==> src/rtl/tc_pl_cap_gp_ctl_mc.sv <==
// PS GPIO to PL capture-engine bridge: per-channel 1-cycle trigger, busy/timeout tracking, overrun and sticky status flags.
// Trigger latency 1 cycle; define CAP_GP_SYNC_EN to add 2-flop synchronisers on gp_trig/gp_clr (latency 3 cycles).
module tc_pl_cap_gp_ctl_mc #(
    parameter int CH_NUM = 4,
    parameter int TO_W   = 24,
    parameter int TO_CYC = 12500000
) (
    input  logic                clk125,
    input  logic                rst,
    input  logic [CH_NUM-1:0]   cap_cing,
    input  logic [CH_NUM-1:0]   cap_cmpt,
    output logic [CH_NUM-1:0]   cap_trig,
    input  logic [CH_NUM-1:0]   gp_trig,
    input  logic [CH_NUM-1:0]   gp_clr,
    output logic [4*CH_NUM-1:0] gp_stat
);

    typedef enum logic {ST_IDLE, ST_BUSY} state_t;

    localparam bit              TO_EN   = (TO_CYC != 0);
    localparam logic [TO_W-1:0] TO_LAST = TO_W'(TO_CYC - 1);

    logic [CH_NUM-1:0] w_trig_in;
    logic [CH_NUM-1:0] w_clr_in;
    logic [CH_NUM-1:0] w_rise;

    state_t            r_state [CH_NUM];
    logic [TO_W-1:0]   r_cnt   [CH_NUM];
    logic [CH_NUM-1:0] r_trig_d;
    logic [CH_NUM-1:0] r_cap_trig;
    logic [CH_NUM-1:0] r_cmpt_flag;
    logic [CH_NUM-1:0] r_ovr_flag;
    logic [CH_NUM-1:0] r_to_flag;

`ifdef CAP_GP_SYNC_EN
    logic [CH_NUM-1:0] r_trig_s1;
    logic [CH_NUM-1:0] r_trig_s2;
    logic [CH_NUM-1:0] r_clr_s1;
    logic [CH_NUM-1:0] r_clr_s2;

    // Trigger stages reset high so a level held through reset never looks like a rising edge.
    always_ff @(posedge clk125) begin
        if (rst) begin
            r_trig_s1 <= '1;
            r_trig_s2 <= '1;
            r_clr_s1  <= '0;
            r_clr_s2  <= '0;
        end else begin
            r_trig_s1 <= gp_trig;
            r_trig_s2 <= r_trig_s1;
            r_clr_s1  <= gp_clr;
            r_clr_s2  <= r_clr_s1;
        end
    end

    assign w_trig_in = r_trig_s2;
    assign w_clr_in  = r_clr_s2;
`else
    assign w_trig_in = gp_trig;
    assign w_clr_in  = gp_clr;
`endif

    assign w_rise = w_trig_in & ~r_trig_d;

    // Later assignments override earlier ones, so set events beat gp_clr and completion beats timeout.
    always_ff @(posedge clk125) begin
        if (rst) begin
            r_trig_d    <= '1;
            r_cap_trig  <= '0;
            r_cmpt_flag <= '0;
            r_ovr_flag  <= '0;
            r_to_flag   <= '0;
            for (int i = 0; i < CH_NUM; i++) begin
                r_state[i] <= ST_IDLE;
                r_cnt[i]   <= '0;
            end
        end else begin
            r_trig_d <= w_trig_in;
            for (int i = 0; i < CH_NUM; i++) begin
                r_cap_trig[i] <= 1'b0;
                if (w_clr_in[i]) begin
                    r_cmpt_flag[i] <= 1'b0;
                    r_ovr_flag[i]  <= 1'b0;
                    r_to_flag[i]   <= 1'b0;
                end
                case (r_state[i])
                    ST_IDLE: begin
                        if (w_rise[i]) begin
                            r_cap_trig[i]  <= 1'b1;
                            r_cmpt_flag[i] <= 1'b0;
                            r_to_flag[i]   <= 1'b0;
                            r_cnt[i]       <= '0;
                            r_state[i]     <= ST_BUSY;
                        end
                        // Late or unsolicited completions are still reported.
                        if (cap_cmpt[i]) begin
                            r_cmpt_flag[i] <= 1'b1;
                        end
                    end
                    ST_BUSY: begin
                        if (w_rise[i]) begin
                            r_ovr_flag[i] <= 1'b1;
                        end
                        if (cap_cmpt[i]) begin
                            r_cmpt_flag[i] <= 1'b1;
                            r_state[i]     <= ST_IDLE;
                        end else if (TO_EN && (r_cnt[i] == TO_LAST)) begin
                            r_to_flag[i] <= 1'b1;
                            r_state[i]   <= ST_IDLE;
                        end else if (r_cnt[i] != '1) begin
                            r_cnt[i] <= r_cnt[i] + TO_W'(1);
                        end
                    end
                    default: begin
                        r_state[i] <= ST_IDLE;
                    end
                endcase
            end
        end
    end

    assign cap_trig = r_cap_trig;
    assign gp_stat  = {r_to_flag, r_ovr_flag, r_cmpt_flag, cap_cing};

endmodule
==> config.mk <==
export PLATFORM = sky130hd
export DESIGN_NAME = tc_pl_cap_gp_ctl_mc
export DESIGN_NICKNAME = d
export VERILOG_FILES = /design/src/rtl/tc_pl_cap_gp_ctl_mc.sv
export SDC_FILE = /design/constraint.sdc
export NUM_CORES = 1
export LEC_CHECK = 0
export CAP_MARGIN = 10
export CORE_MARGIN = 5
export CORE_UTILIZATION = 65
export CTS_BUF_LIST = sky130_fd_sc_hd__clkbuf_4 sky130_fd_sc_hd__clkbuf_8
export DETAILED_ROUTE_END_ITERATION = 12
export PLACE_DENSITY = 0.86
export SYNTH_ARGS = -nofsm -noshare
export SYNTH_HDL_FRONTEND = slang
export SYNTH_SLANG_ARGS = --single-unit
export TNS_END_PERCENT = 50
==> constraint.sdc <==
create_clock -name clk125 -period 7.7 [get_ports clk125]
set_clock_uncertainty 0.1 [all_clocks]
set_input_delay 1.54 -clock clk125 [delete_from_list [all_inputs] [get_ports clk125]]
set_output_delay 1.54 -clock clk125 [all_outputs]
set_load 0.01 [all_outputs]
# ---- After elaboration in Yosys (flattened, before gate mapping)
# Memories as Yosys holds them, arrays and structs flattened.
# Cells that the tools add are included.
dict set report word_totals {
  memories 2
  elab_cells 195
  register_bits 20
  ramBits 100
}
dict set report classes {
  mux 150
  addsub 4
  n_eq_ne 8
  bitwise 26
}
# name words word_bits read_ports rd_clocked_by_memory_dff wr line
set mem_list {}
lappend mem_list {r_cnt 4 24 4 0 4 28} ;# logic [TO_W-1:0] r_cnt [CH_NUM];
lappend mem_list {r_state 4 1 4 0 4 27} ;# state_t r_state [CH_NUM];
# op count
set op_table {}
lappend op_table {{$mux W24} 8}
lappend op_table {{$mux W1} 134}
lappend op_table {{$add A24 B1 Y24 const B} 4}
lappend op_table {{$eq A24 B24 Y1 const B} 4}
lappend op_table {{$ne A24 B24 Y1 const B} 4}
lappend op_table {{$or A1 B1 Y1} 20}
lappend op_table {{$pmux W1 S2} 8}
lappend op_table {{$and A4 B4 Y4} 1}
lappend op_table {{$not A1 Y1} 4}
lappend op_table {{$not A4 Y4} 1}

# ---- Depth between registers and ports, before layout
dict set report logic_depth {
  ltp_word 9
  depth_mapped 7
}

# ---- Worst setup path before layout
# Ideal clock, no wire load.
dict set report synth_timing {
  path_type {input to register}
  start {in rst}
  end {mem r_cnt[0][0] (enable)}
  arrival_time_ns 3.029
  n_path_buf 2
  required_time_ns 7.219
  setup_slack_ns 4.190
  path_stages 6
  path_cell_list {clkbuf_1 nor3b_1 o31ai_1 o21bai_2 buf_6 nand2_1}
}
# element line
set synth_lines {}
lappend synth_lines {{from (decl)} 9} ;# input logic rst,
lappend synth_lines {{to (decl)} 28}

==> impl_metrics.tcl <==
set metrics [dict create \
    outcome "completed" \
    ios 38 \
    p_leak_uw 0.00234 \
    drc 0 \
    stdcell_area_sq_um 6970 \
    grt_antenna_before_repair 0 \
    antenna_left 0 \
    rows 35 \
    cts_made_buffers 17 \
    syn_inst 583 \
    syn_to_final_growth_pct 12.3 \
    syn_avg_cell_area_sq_um 10.7 \
    drt_iter0_markers 191 \
    min_period_over_period_pct 56.2 \
    finalSetupViolations 0 \
    grt_use_total_pct 22.1 \
    cts_buffer_depth 2 \
    rrSetupSlack_ps 3970 \
    slowest_stage "nand2_1" \
    post-route-util_pct 75.1 \
    dieWidth_um 108 \
    dp_slack_ps 2980 \
    start_util_pct 66.9 \
    first_pass_iters 5 \
    layout_commonest_cell "nor2_1" \
    gp_congestion 0.844 \
    critical_path_depth 5 \
    grt_max_degree 30 \
    crit_fanout 29 \
    holdBufCountCts 0 \
    drt_wl_total_mm 12.2 \
    worstSetupPathType "in2reg" \
    placed_area_sq_um 6550 \
    vias 4452 \
    critPathArrivalTime_ps 4270 \
    r2r-end "r_cnt[0][5]" \
    ys.flop_type "edfxtp_1" \
    die_area_sq_um 11600 \
    fin_nets 636 \
    drive_gt1_share_pct 7.81 \
    ys_top_cells_by_area "edfxtp_1, xor2_1, nor2_1" \
    grt_pass1_wl_mm 20.3 \
    place.port_buffers 29 \
    worst_pin_slew_ps 1020 \
    final-hold-violation-count 0 \
    min_from "r_cmpt_flag[1]" \
    cp-end-kind "register" \
    cts_setup_buffers 0 \
    fp.dieH_um 108 \
    final_cell_mix "nor2_1, edfxtp_1, xor2_1, nand2_1, nand3_1" \
    clkSlewWorstSetupHoldPaths_ps 60 \
    fillers 618 \
    cts_tree "yes" \
    synth-seq-cells 120 \
    num_antenna_cells 0 \
    tns_ps 0 \
    cap_violations 0 \
    clk_latency_ps 430 \
    syn_area_sq_um 6210 \
    dp_hpwl_mm 8.30 \
    coreArea_sq_um 9280 \
    synth_edf_count 100 \
    critPathBufInv 2 \
    r2r_cells 6 \
    maxSlewHeadroom_pct 31.8 \
    slew_violations 0 \
    cp_top_family "simple AND/OR/NAND/NOR gates" \
    rsz0062_at_grt "no" \
    cts_resized 0 \
    ys_warn_count 0 \
    finalNonFillerCells 756 \
    multi_input_area_sq_um 2620 \
    grt_pass1_vias 4408 \
    cp_cell_sequence "clkdlybuf4s50_1 > buf_4 > nor3b_1 > nand3b_1 > nand2_1" \
    yosysSeqAreaShare_pct 54.8 \
    critPathMaxStageDelay_ps 1060 \
    r2r-start "r_cnt[0][0]" \
    setup_ws_ps 3370 \
    yosysUniqueCellTypes 49 \
    peakVddDrop_mv 0.155 \
    wl_per_cell_um 16.1 \
    hold_end "r_cmpt_flag[1]" \
    syn-num-nets 605 \
    htreeDepth 4 \
    worstPathRequired_ps 7640 \
    async_flop_share_pct 0 \
    grt_overflow 0 \
    min_path_type "reg2reg" \
    power.density_nw_per_um2 213 \
    clock.fmax_mhz 231 \
    seq_area_sq_um 3400 \
    cts_num_sinks 120 \
    yosysTopAreaCellShare_pct 48.3 \
    via_per_inst 5.89 \
    dp.cells 724 \
    holdPathStages 2 \
    period_minus_slack_ps 4330 \
    cts-root-buf "clkbuf_8" \
    start_kind "input pin" \
    yosysTopAreaCell "edfxtp_1" \
]
[where the power goes]
part | internal (uW) | switching (uW)
logic | 38.1 | 50.6
registers | 746 | 41.1
clock network | 358 | 249
[worst max path at each step]
stage,from,to
floorplan,rst,r_cnt[0][0]
global placement,rst,r_cnt[1][6]
detailed placement,rst,r_cnt[1][6]
CTS,rst,r_cnt[1][20]
global route,rst,r_cnt[1][21]
finish,rst,r_cnt[1][20]
[synthesized netlist by cell type (4+ instances only)]
cell type,count
nor2_1,119
edfxtp_1,100
xor2_1,56
nand2_1,44
nand3_1,36
xnor2_1,29
nand4_1,27
dfxtp_1,20
inv_1,16
and3_1,15
nor3_1,11
and4_1,10
nor4_1,8
buf_4,6
nand3b_1,6
nor2b_1,6
a31oi_1,5
clkbuf_1,5
nor3b_1,5
o21ai_0,5
or2_2,5
buf_6,4
ha_1,4
nand2b_1,4
[state kept, by name, summed over array words and instances (netlist names)]
name         cells
cap_trig         4
r_cmpt_flag      4
r_cnt           96
r_ovr_flag       4
r_state          4
r_to_flag        4
r_trig_d         4
[worst register-to-register path: cells and delay by family (launching register included)]
family,cells,cell delay [ps]
flops,1,410
simple gates,4,1790
fa+ha+maj,1,240
compound gates,1,700
[layer usage]
layer / vias to the layer above / global-route usage [%] / wire length (um)
met4: 0 / 7.66 / 130
met5: - / 0 / 0
met1: 2164 / 27.9 / 5080
met3: 15 / 5.10 / 648
met2: 126 / 37.4 / 6320
li1: 2147 / - / -
[kinds of logic after synthesis]
logic type / share of synthesized area, %
simple gates: 26.3
xor+xnor: 12.0
compound gates: 3.18
fa+ha+maj: 0.806
flops: 54.8
buf+inv: 2.96
[per-stage QoR]
step | hold slack, ps | total power [uW]
floorplan | 383 | 853
global placement | 379 | 880
detailed placement | 395 | 887
CTS | 407 | 1490
global route | 436 | 1540
finish | 397 | 1480
[cell type report]
type / count / area share [%]
Clock buffer: 19 / 3.57
Timing Repair Buffer: 30 / 4.27
Sequential cell: 120 / 48.8
Multi-Input combinational cell: 429 / 37.6
Clock inverter: 13 / 2.55
Inverter: 16 / 0.861
Tap cell: 129 / 2.31
No activity file was read; power rests on OpenSTA's default activity.
